`config.mk`:
```
export PLATFORM = sky130hd
export DESIGN_NAME = uart_tx_fifo_fsm
export DESIGN_NICKNAME = d
export VERILOG_FILES = /design/src/rtl/uart_tx_fifo_fsm.sv
export SDC_FILE = /design/constraint.sdc
export NUM_CORES = 1
export LEC_CHECK = 0
export CELL_PAD_IN_SITES_DETAIL_PLACEMENT = 2
export CELL_PAD_IN_SITES_GLOBAL_PLACEMENT = 2
export CORE_MARGIN = 5
export CORE_UTILIZATION = 35
export CTS_CLUSTER_DIAMETER = 40
export DETAILED_ROUTE_END_ITERATION = 8
export PLACE_DENSITY = 0.84
export SLEW_MARGIN = 5
export SYNTH_ARGS = -nofsm -noshare
export SYNTH_HDL_FRONTEND = slang
export SYNTH_SLANG_ARGS = --single-unit
```
`constraint.sdc`:
```
create_clock -name i_clk -period 3.56 [get_ports i_clk]
set_clock_uncertainty 0.2 [all_clocks]
set_input_delay 0.534 -clock i_clk [delete_from_list [all_inputs] [get_ports i_clk]]
set_output_delay 0.534 -clock i_clk [all_outputs]
set_load 0.01 [all_outputs]
```
`src/rtl/uart_tx_fifo_fsm.sv`:
```
// UART transmitter: pops bytes from the TX FIFO (1-cycle read latency) and
// sends each as an 8-N-1 / 8-N-2 frame, LSB first, on the serial line.
//
// Ports:
//   i_clk        system clock, rising edge
//   i_rst        asynchronous active-high reset
//   i_tx_en      allow new frames (sampled only between frames)
//   i_fifo_empty TX FIFO empty flag
//   i_fifo_data  TX FIFO read data, valid the cycle after o_rden_fifo
//   o_rden_fifo  one-cycle FIFO read strobe per byte
//   o_tx         serial output, idle high
//   o_busy       high from the read strobe through the last stop-bit cycle
//   o_tx_done    one-cycle pulse on the last stop-bit cycle
//   o_byte_cnt   bytes transmitted, modulo 1024
module uart_tx_fifo_fsm #(
   parameter int CLKS_PER_BIT = 868,
   parameter int STOP_BITS    = 1
) (
   input  logic       i_clk,
   input  logic       i_rst,
   input  logic       i_tx_en,
   input  logic       i_fifo_empty,
   input  logic [7:0] i_fifo_data,
   output logic       o_rden_fifo,
   output logic       o_tx,
   output logic       o_busy,
   output logic       o_tx_done,
   output logic [9:0] o_byte_cnt
);

   localparam int BW = (CLKS_PER_BIT > 1) ? $clog2(CLKS_PER_BIT) : 1;
   localparam logic [BW-1:0] BAUD_MAX = BW'(CLKS_PER_BIT - 1);
   localparam logic [2:0]    STOP_MAX = 3'(STOP_BITS - 1);

   typedef enum logic [2:0] {
      S_IDLE,
      S_RD,
      S_LATCH,
      S_START,
      S_DATA,
      S_STOP
   } state_t;

   state_t          state;
   state_t          state_n;
   logic [BW-1:0]   baud;
   logic [BW-1:0]   baud_n;
   logic [2:0]      bit_cnt;
   logic [2:0]      bit_n;
   logic [7:0]      shift;
   logic [7:0]      shift_n;
   logic            baud_end;
   logic            tx_n;
   logic            done_n;

   assign baud_end = (baud == BAUD_MAX);

   // Every output is a flop loaded from the next-state decode, so each
   // output lines up with the state it describes without any comb path.
   always_comb begin
      state_n = state;
      bit_n   = bit_cnt;
      shift_n = shift;
      case (state)
         S_IDLE: begin
            if (i_tx_en && !i_fifo_empty) state_n = S_RD;
         end
         S_RD: begin
            state_n = S_LATCH;
         end
         S_LATCH: begin
            shift_n = i_fifo_data;
            state_n = S_START;
         end
         S_START: begin
            if (baud_end) begin
               state_n = S_DATA;
               bit_n   = 3'd0;
            end
         end
         S_DATA: begin
            if (baud_end) begin
               if (bit_cnt == 3'd7) begin
                  state_n = S_STOP;
                  bit_n   = 3'd0;
               end else begin
                  shift_n = shift >> 1;
                  bit_n   = bit_cnt + 3'd1;
               end
            end
         end
         S_STOP: begin
            // bit_cnt doubles as the stop-bit index
            if (baud_end) begin
               if (bit_cnt == STOP_MAX) begin
                  state_n = S_IDLE;
                  bit_n   = 3'd0;
               end else begin
                  bit_n   = bit_cnt + 3'd1;
               end
            end
         end
         default: begin
            state_n = S_IDLE;
            bit_n   = 3'd0;
         end
      endcase

      if (state_n != state || baud_end ||
          state_n == S_IDLE || state_n == S_RD ||
          state_n == S_LATCH)
         baud_n = '0;
      else
         baud_n = baud + BW'(1);

      tx_n = 1'b1;
      unique case (1'b1)
         (state_n == S_START): tx_n = 1'b0;
         (state_n == S_DATA):  tx_n = shift_n[0];
         default:              tx_n = 1'b1;
      endcase

      done_n = (state_n == S_STOP) && (baud_n == BAUD_MAX) &&
               (bit_n == STOP_MAX);
   end

   always_ff @(posedge i_clk or posedge i_rst) begin
      if (i_rst) begin
         state       <= S_IDLE;
         baud        <= '0;
         bit_cnt     <= 3'd0;
         shift       <= 8'd0;
         o_tx        <= 1'b1;
         o_rden_fifo <= 1'b0;
         o_busy      <= 1'b0;
         o_tx_done   <= 1'b0;
         o_byte_cnt  <= 10'd0;
      end else begin
         state       <= state_n;
         baud        <= baud_n;
         bit_cnt     <= bit_n;
         shift       <= shift_n;
         o_tx        <= tx_n;
         o_rden_fifo <= (state_n == S_RD);
         o_busy      <= (state_n != S_IDLE);
         o_tx_done   <= done_n;
         if (done_n) o_byte_cnt <= o_byte_cnt + 10'd1;
      end
   end

endmodule

```
* Word level (Yosys, flattened, before mapping)
Cells that the tools add are included.
Widths: inputs -> output; s select.
** Word-level totals
- Flip-flop bits (word level) :: 38
** Cells by class
- Add/sub/neg operators :: 3
- Equal/unequal tests :: 16
- Multiplexer cells :: 18
- Reduce and logical (&&, ||, !) cells :: 16
** Operator list (count)
- $mux 3 :: 11
- $add 10x1->10 const B :: 2
- $eq 10x10->1 const B :: 2
- $pmux 3 s6 :: 1
- $mux 8 :: 2
- $pmux 8 s2 :: 1
- $eq 3x3->1 const B :: 5
- $eq 3x2->1 const B :: 4
- $logic_not 3->1 :: 4
- $pmux 3 s4 :: 1
- $mux 10 :: 1
- $eq 3x1->1 const B :: 2
- $logic_or 1x1->1 :: 4
- $ne 2x2->1 const B :: 2
- $add 3x1->3 const B :: 1
- $logic_and 1x1->1 :: 3
- $ne 3x3->1 :: 1
- $reduce_and 3->1 :: 1
- $reduce_bool 3->1 :: 1
- $reduce_or 3->1 :: 1
- $pmux 1 s2 :: 1
- $reduce_bool 2->1 :: 1
- $logic_not 1->1 :: 1

* Depth between registers and ports, before layout
Gate-level depths: netlist (run 1).
- Depth after elaboration :: 13
- Depth in mapped cells :: 9
- Depth with buffers taken out :: 9

* Least setup slack after synthesis (run 1)
OpenSTA, ideal clock, no wires.
- Kind :: register to register
- Start point :: register bit_cnt[0]
- End point :: register o_byte_cnt[1]
- Arrival time :: 2526 ps
- Required time :: 3235 ps
- Path slack :: 709 ps
- Cell stages (with the launch flop) :: 9
- Buffers on the path :: 0
- Clock period less this slack :: 2851 ps
- Path through :: dfrtp_1 > ha_1 > ha_1 > or4b_1 > or4_1 > o211ai_1 > a22oi_1 > nand4_4 > mux2_2
** Between the ends
- Word-level cells in the longest chain between the ends :: 13
- Elaborated cells on any way between the ends :: 28
- Classes of those cells :: 1 x add/sub; 6 x eq/ne; 12 x mux; 9 x reduce/logical
** RTL lines
- start, declared :: line 48 : logic [2:0] bit_cnt;
- start signal, assigned :: line 141 : bit_cnt <= bit_n;
- $eq 3x3->1 / $logic_not 3->1 (equally long branches) :: line 83, 95
- $mux 3 (on tied branches) :: line 83, 95
- $mux 3 (on tied branches) :: line 82, 94
- $pmux 3 s6 :: line 64 : case (state)
- $ne 3x3->1 :: line 109 : if (state_n != state || baud_end ||
- $logic_or 1x1->1 (2 in series) :: line 109
- $logic_or 1x1->1 (2 in series) :: line 110 : state_n == S_IDLE || state_n == S_RD ||
- $mux 10 :: line 109
- $eq 10x10->1 :: line 123 : done_n = (state_n == S_STOP) && (baud_n == BAUD_MAX) &&
- $logic_and 1x1->1 :: line 123
- $logic_and 1x1->1 (*) :: line 123
- end signal, assigned :: line 147 : if (done_n) o_byte_cnt <= o_byte_cnt + 10'd1;
- end, declared :: line 28 : output logic [9:0] o_byte_cnt
Every way passes the cells marked *; elsewhere a longest branch is shown, timed or not.
A chain may end at the register's enable or synchronous reset.

* Worst setup path in the final report (run 1)
- Start point :: register bit_cnt[1]
- End point :: register o_byte_cnt[1]
Same word-level chain as after synthesis.

==> impl_metrics.py, run 1 <==
metrics = {
    "power_and_ir_drop": {
        "switchingPower_mw": 0.177,
        "total_leakage_power_nw": 1.07,
        "intPower_mw": 0.605,
        "vdd_drop_max_v": 0.000149,
        "power_per_cell_area_nw_per_um2": 311,
        "power_share_of_the_combinational_group": 0.035,
        "p_clk_frac": 0.405,
        "swShare": 0.226,
        "power.sequential.fraction": 0.561,
    },
    "synth": {
        "synthesis.yosys.warnings": 0,
        "synth.net_count": 215,
        "synth.ff_latch_count": 38,
        "netlist-cell-type-count": 50,
        "syn-cell-area_um2": 2070,
        "synthesis.instances": 198,
        "async_reset_ff_frac": 1.00,
        "dominantRegCellSynth": "sky130_fd_sc_hd__dfrtp_1",
        "synth.yosys.seq_area_share": 0.460,
        "synthesis.area_per_instance_um2": 10.5,
        "synth_enable_flop_cells": 0,
    },
    "clock_tree": {
        "ctsRootBufferMaster": "sky130_fd_sc_hd__clkbuf_8",
        "postCtsSetupRepairBufs": 0,
        "ctsLongestPathBuffers": 2,
        "numClockSinks": 38,
        "holdBufCountCts": 0,
        "post_cts.resized_instances": 0,
        "worst_setup_hold_path_clk_slew_ns": 0.08,
        "h-tree-depth": 2,
        "cts_tree": "built",
        "cts-buffers-inserted": 5,
        "clock_latency_ns": 0.30,
    },
    "critical_path": {
        "cp-end-kind": "flip-flop",
        "crit_chain": "ha_1 -> ha_1 -> or4b_1 -> or4_1 -> o211ai_1 -> a22oi_1 -> nand4_4 -> mux2_2",
        "reg2reg_from": "bit_cnt[1]",
        "critical_path.most_common_cell": "sky130_fd_sc_hd__ha_1",
        "regToRegEndpoint": "o_byte_cnt[1]",
        "max_stage_delay_ns": 0.56,
        "critPathLaunchType": "flip-flop",
        "rr_worst_depth": 8,
        "crit_arrival_ns": 3.09,
        "critPathTopFamily": "simple AND/OR/NAND/NOR gates",
        "critical_path_class": "reg2reg",
        "crit_slowest_cell": "sky130_fd_sc_hd__or4b_1",
        "rrSetupSlack_ns": 0.46,
        "cp.buffers_inverters": 0,
        "required_ns": 3.55,
        "critical_path_peak_fanout": 10,
    },
    "grt": {
        "grt_pass1_wl_um": 9900,
        "global_route.usage.total": 0.172,
        "gr-total-overflow": 0,
        "first_global_vias": 1857,
        "largest_net_degree_at_the_start_of_global_routing": 35,
        "grt_antenna_before_repair": 0,
    },
    "placed_design": {
        "placed_cells_incl_taps": 296,
        "detailed_place_hpwl_um": 4160,
        "io_buffer_count": 25,
        "place.gp.congestion": 0.858,
    },
    "route": {
        "detail_routed_via_count_per_cell": 5.42,
        "route.detailed.drc": 0,
        "detailedRoute.firstIterationViolations": 82,
        "detailedRoute.firstPassIterationCount": 4,
        "detail_route.wirelength_um": 5870,
        "num_vias": 1647,
        "drt_antenna_net_count": 0,
        "routed_wire_length_per_instance_um": 19.3,
    },
    "timing": {
        "worst_slew_margin_rel": 0.644,
        "timing.final.setup_violations": 0,
        "fmaxAchievable_mhz": 323,
        "fin_tns_setup_ns": 0,
        "hold_viol": 0,
        "whs_ns": 0.239,
        "timing.final.crit_share": 0.870,
        "drv_slew": 0,
        "worst_tran_pin_value_ns": 0.534,
        "final.min_clock_period_ns": 3.10,
        "rsz_0062_raised_after_global_routing": "no",
    },
    "finish": {
        "most_frequent_cells_in_the_layout": "sky130_fd_sc_hd__dfrtp_1, sky130_fd_sc_hd__clkdlybuf4s50_1, sky130_fd_sc_hd__nand2_1",
        "final_layout_size_suffix_gt1_frac": 0.114,
        "layout-area-overhead-vs-synth_pct": 21.2,
        "num_antenna_cells": 0,
        "finalNetCount": 245,
        "layout.cells.non_filler": 304,
        "mostFrequentLayoutCell": "sky130_fd_sc_hd__dfrtp_1",
    },
    "floorplanning": {
        "dieHeight_um": 86.9,
        "core_area_um2": 5850,
        "rows": 28,
        "initial_utilization": 0.354,
        "floorplan.die_area_um2": 7560,
        "num_io_pins": 26,
        "die_width_um": 86.9,
    },
    "hold_path": {
        "hold_crit_class": "in2async",
    },
    "run": {
        "drv_cap": 0,
    },
    "status": {
        "status": "finished, final reports clean",
    },
}
cells in the mapped netlist, types with 3 or more instances:
cell type	number	share of area
sky130_fd_sc_hd__ha_1	5	0.030
sky130_fd_sc_hd__buf_2	3	0.0072
sky130_fd_sc_hd__nor3_1	5	0.012
sky130_fd_sc_hd__a22oi_1	7	0.025
sky130_fd_sc_hd__nand2b_1	3	0.0091
sky130_fd_sc_hd__xor2_1	9	0.038
sky130_fd_sc_hd__nor2_1	20	0.036
sky130_fd_sc_hd__nand3_1	9	0.022
sky130_fd_sc_hd__nand2_1	24	0.043
sky130_fd_sc_hd__a21oi_1	3	0.0072
sky130_fd_sc_hd__inv_1	12	0.022
sky130_fd_sc_hd__nand4_1	4	0.012
sky130_fd_sc_hd__dfrtp_1	37	0.45
sky130_fd_sc_hd__xnor2_1	9	0.038
state kept, by name, summed over array words and instances, names as in the netlist:
name and cells:
shift 8, o_rden_fifo 1, bit_cnt 3, state 3, baud 10, o_busy 1, o_tx_done 1, o_byte_cnt 10
o_tx 1
worst max path at each step:
stage / from / endpoint / slack (ns) / depth (start not counted)
4_1_cts: bit_cnt[1] / o_byte_cnt[1] / 0.46 / 8
3_3_place_gp: bit_cnt[1] / o_byte_cnt[1] / 0.61 / 8
2_1_floorplan: bit_cnt[0] / o_byte_cnt[1] / 0.71 / 8
3_5_place_dp: bit_cnt[1] / o_byte_cnt[1] / 0.50 / 8
5_1_grt: baud[0] / o_byte_cnt[6] / 0.31 / 8
6_report: bit_cnt[1] / o_byte_cnt[1] / 0.46 / 8
kinds of logic (layout without fill, tap and decap cells):
logic type	Yosys count	after routing	synth area share
multiplexers	3	3	0.0151
XOR/XNOR	18	18	0.0761
AO/OA/AOI/OAI	24	24	0.100
AND/OR/NAND/NOR	93	93	0.286
flip-flops	38	38	0.460
buffers and inverters	17	48	0.0326
adder cells (fa/ha/maj)	5	5	0.0302
layout make-up:
class / count / area, µm²
clock buffers: 6 / 82.6
flip-flops and latches: 38 / 952
inverters: 12 / 45.0
well taps: 75 / 93.8
multi-input cells: 143 / 1050
fillers: 612 / 3340
repair buffers: 28 / 273
clock inverters: 2 / 12.5
power groups by stage:
stage          combinational (mW)  sequential (mW)  clock, mW
6_report                   0.0270            0.439      0.316
3_3_place_gp               0.0270            0.446          0
5_1_grt                    0.0304            0.439      0.357
3_5_place_dp               0.0280            0.447          0
2_1_floorplan              0.0104            0.446          0
4_1_cts                    0.0283            0.439      0.329
through the flow:
stage / total power [mW] / setup WS [ns] / area [µm²] / util
2_1_floorplan: 0.457 / 0.709 / 2070 / -
6_report: 0.782 / 0.463 / 2510 / 0.429
4_1_cts: 0.796 / 0.463 / 2510 / 0.429
3_5_place_dp: 0.475 / 0.497 / 2420 / 0.413
5_1_grt: 0.826 / 0.311 / 2510 / 0.429
3_3_place_gp: 0.474 / 0.613 / 2420 / 0.413
routing by layer:
metal | track usage | wire length (µm)
met5 | 0 | 0
met4 | 0.0963 | 171
met3 | 0.0331 | 216
met2 | 0.270 | 2850
met1 | 0.222 | 2630
Power figures use the tool's default switching activity.
==> run 2: changes to the inputs <==
--- a/config.mk
+++ b/config.mk
@@ -10,6 +10,7 @@
 export CORE_MARGIN = 5
 export CORE_UTILIZATION = 35
 export CTS_CLUSTER_DIAMETER = 40
+export CTS_CLUSTER_SIZE = 40
 export DETAILED_ROUTE_END_ITERATION = 8
 export PLACE_DENSITY = 0.84
 export SLEW_MARGIN = 5
==> results of run 2 <==
No change in the layout: final DEF, timing and power equal those of run 1.
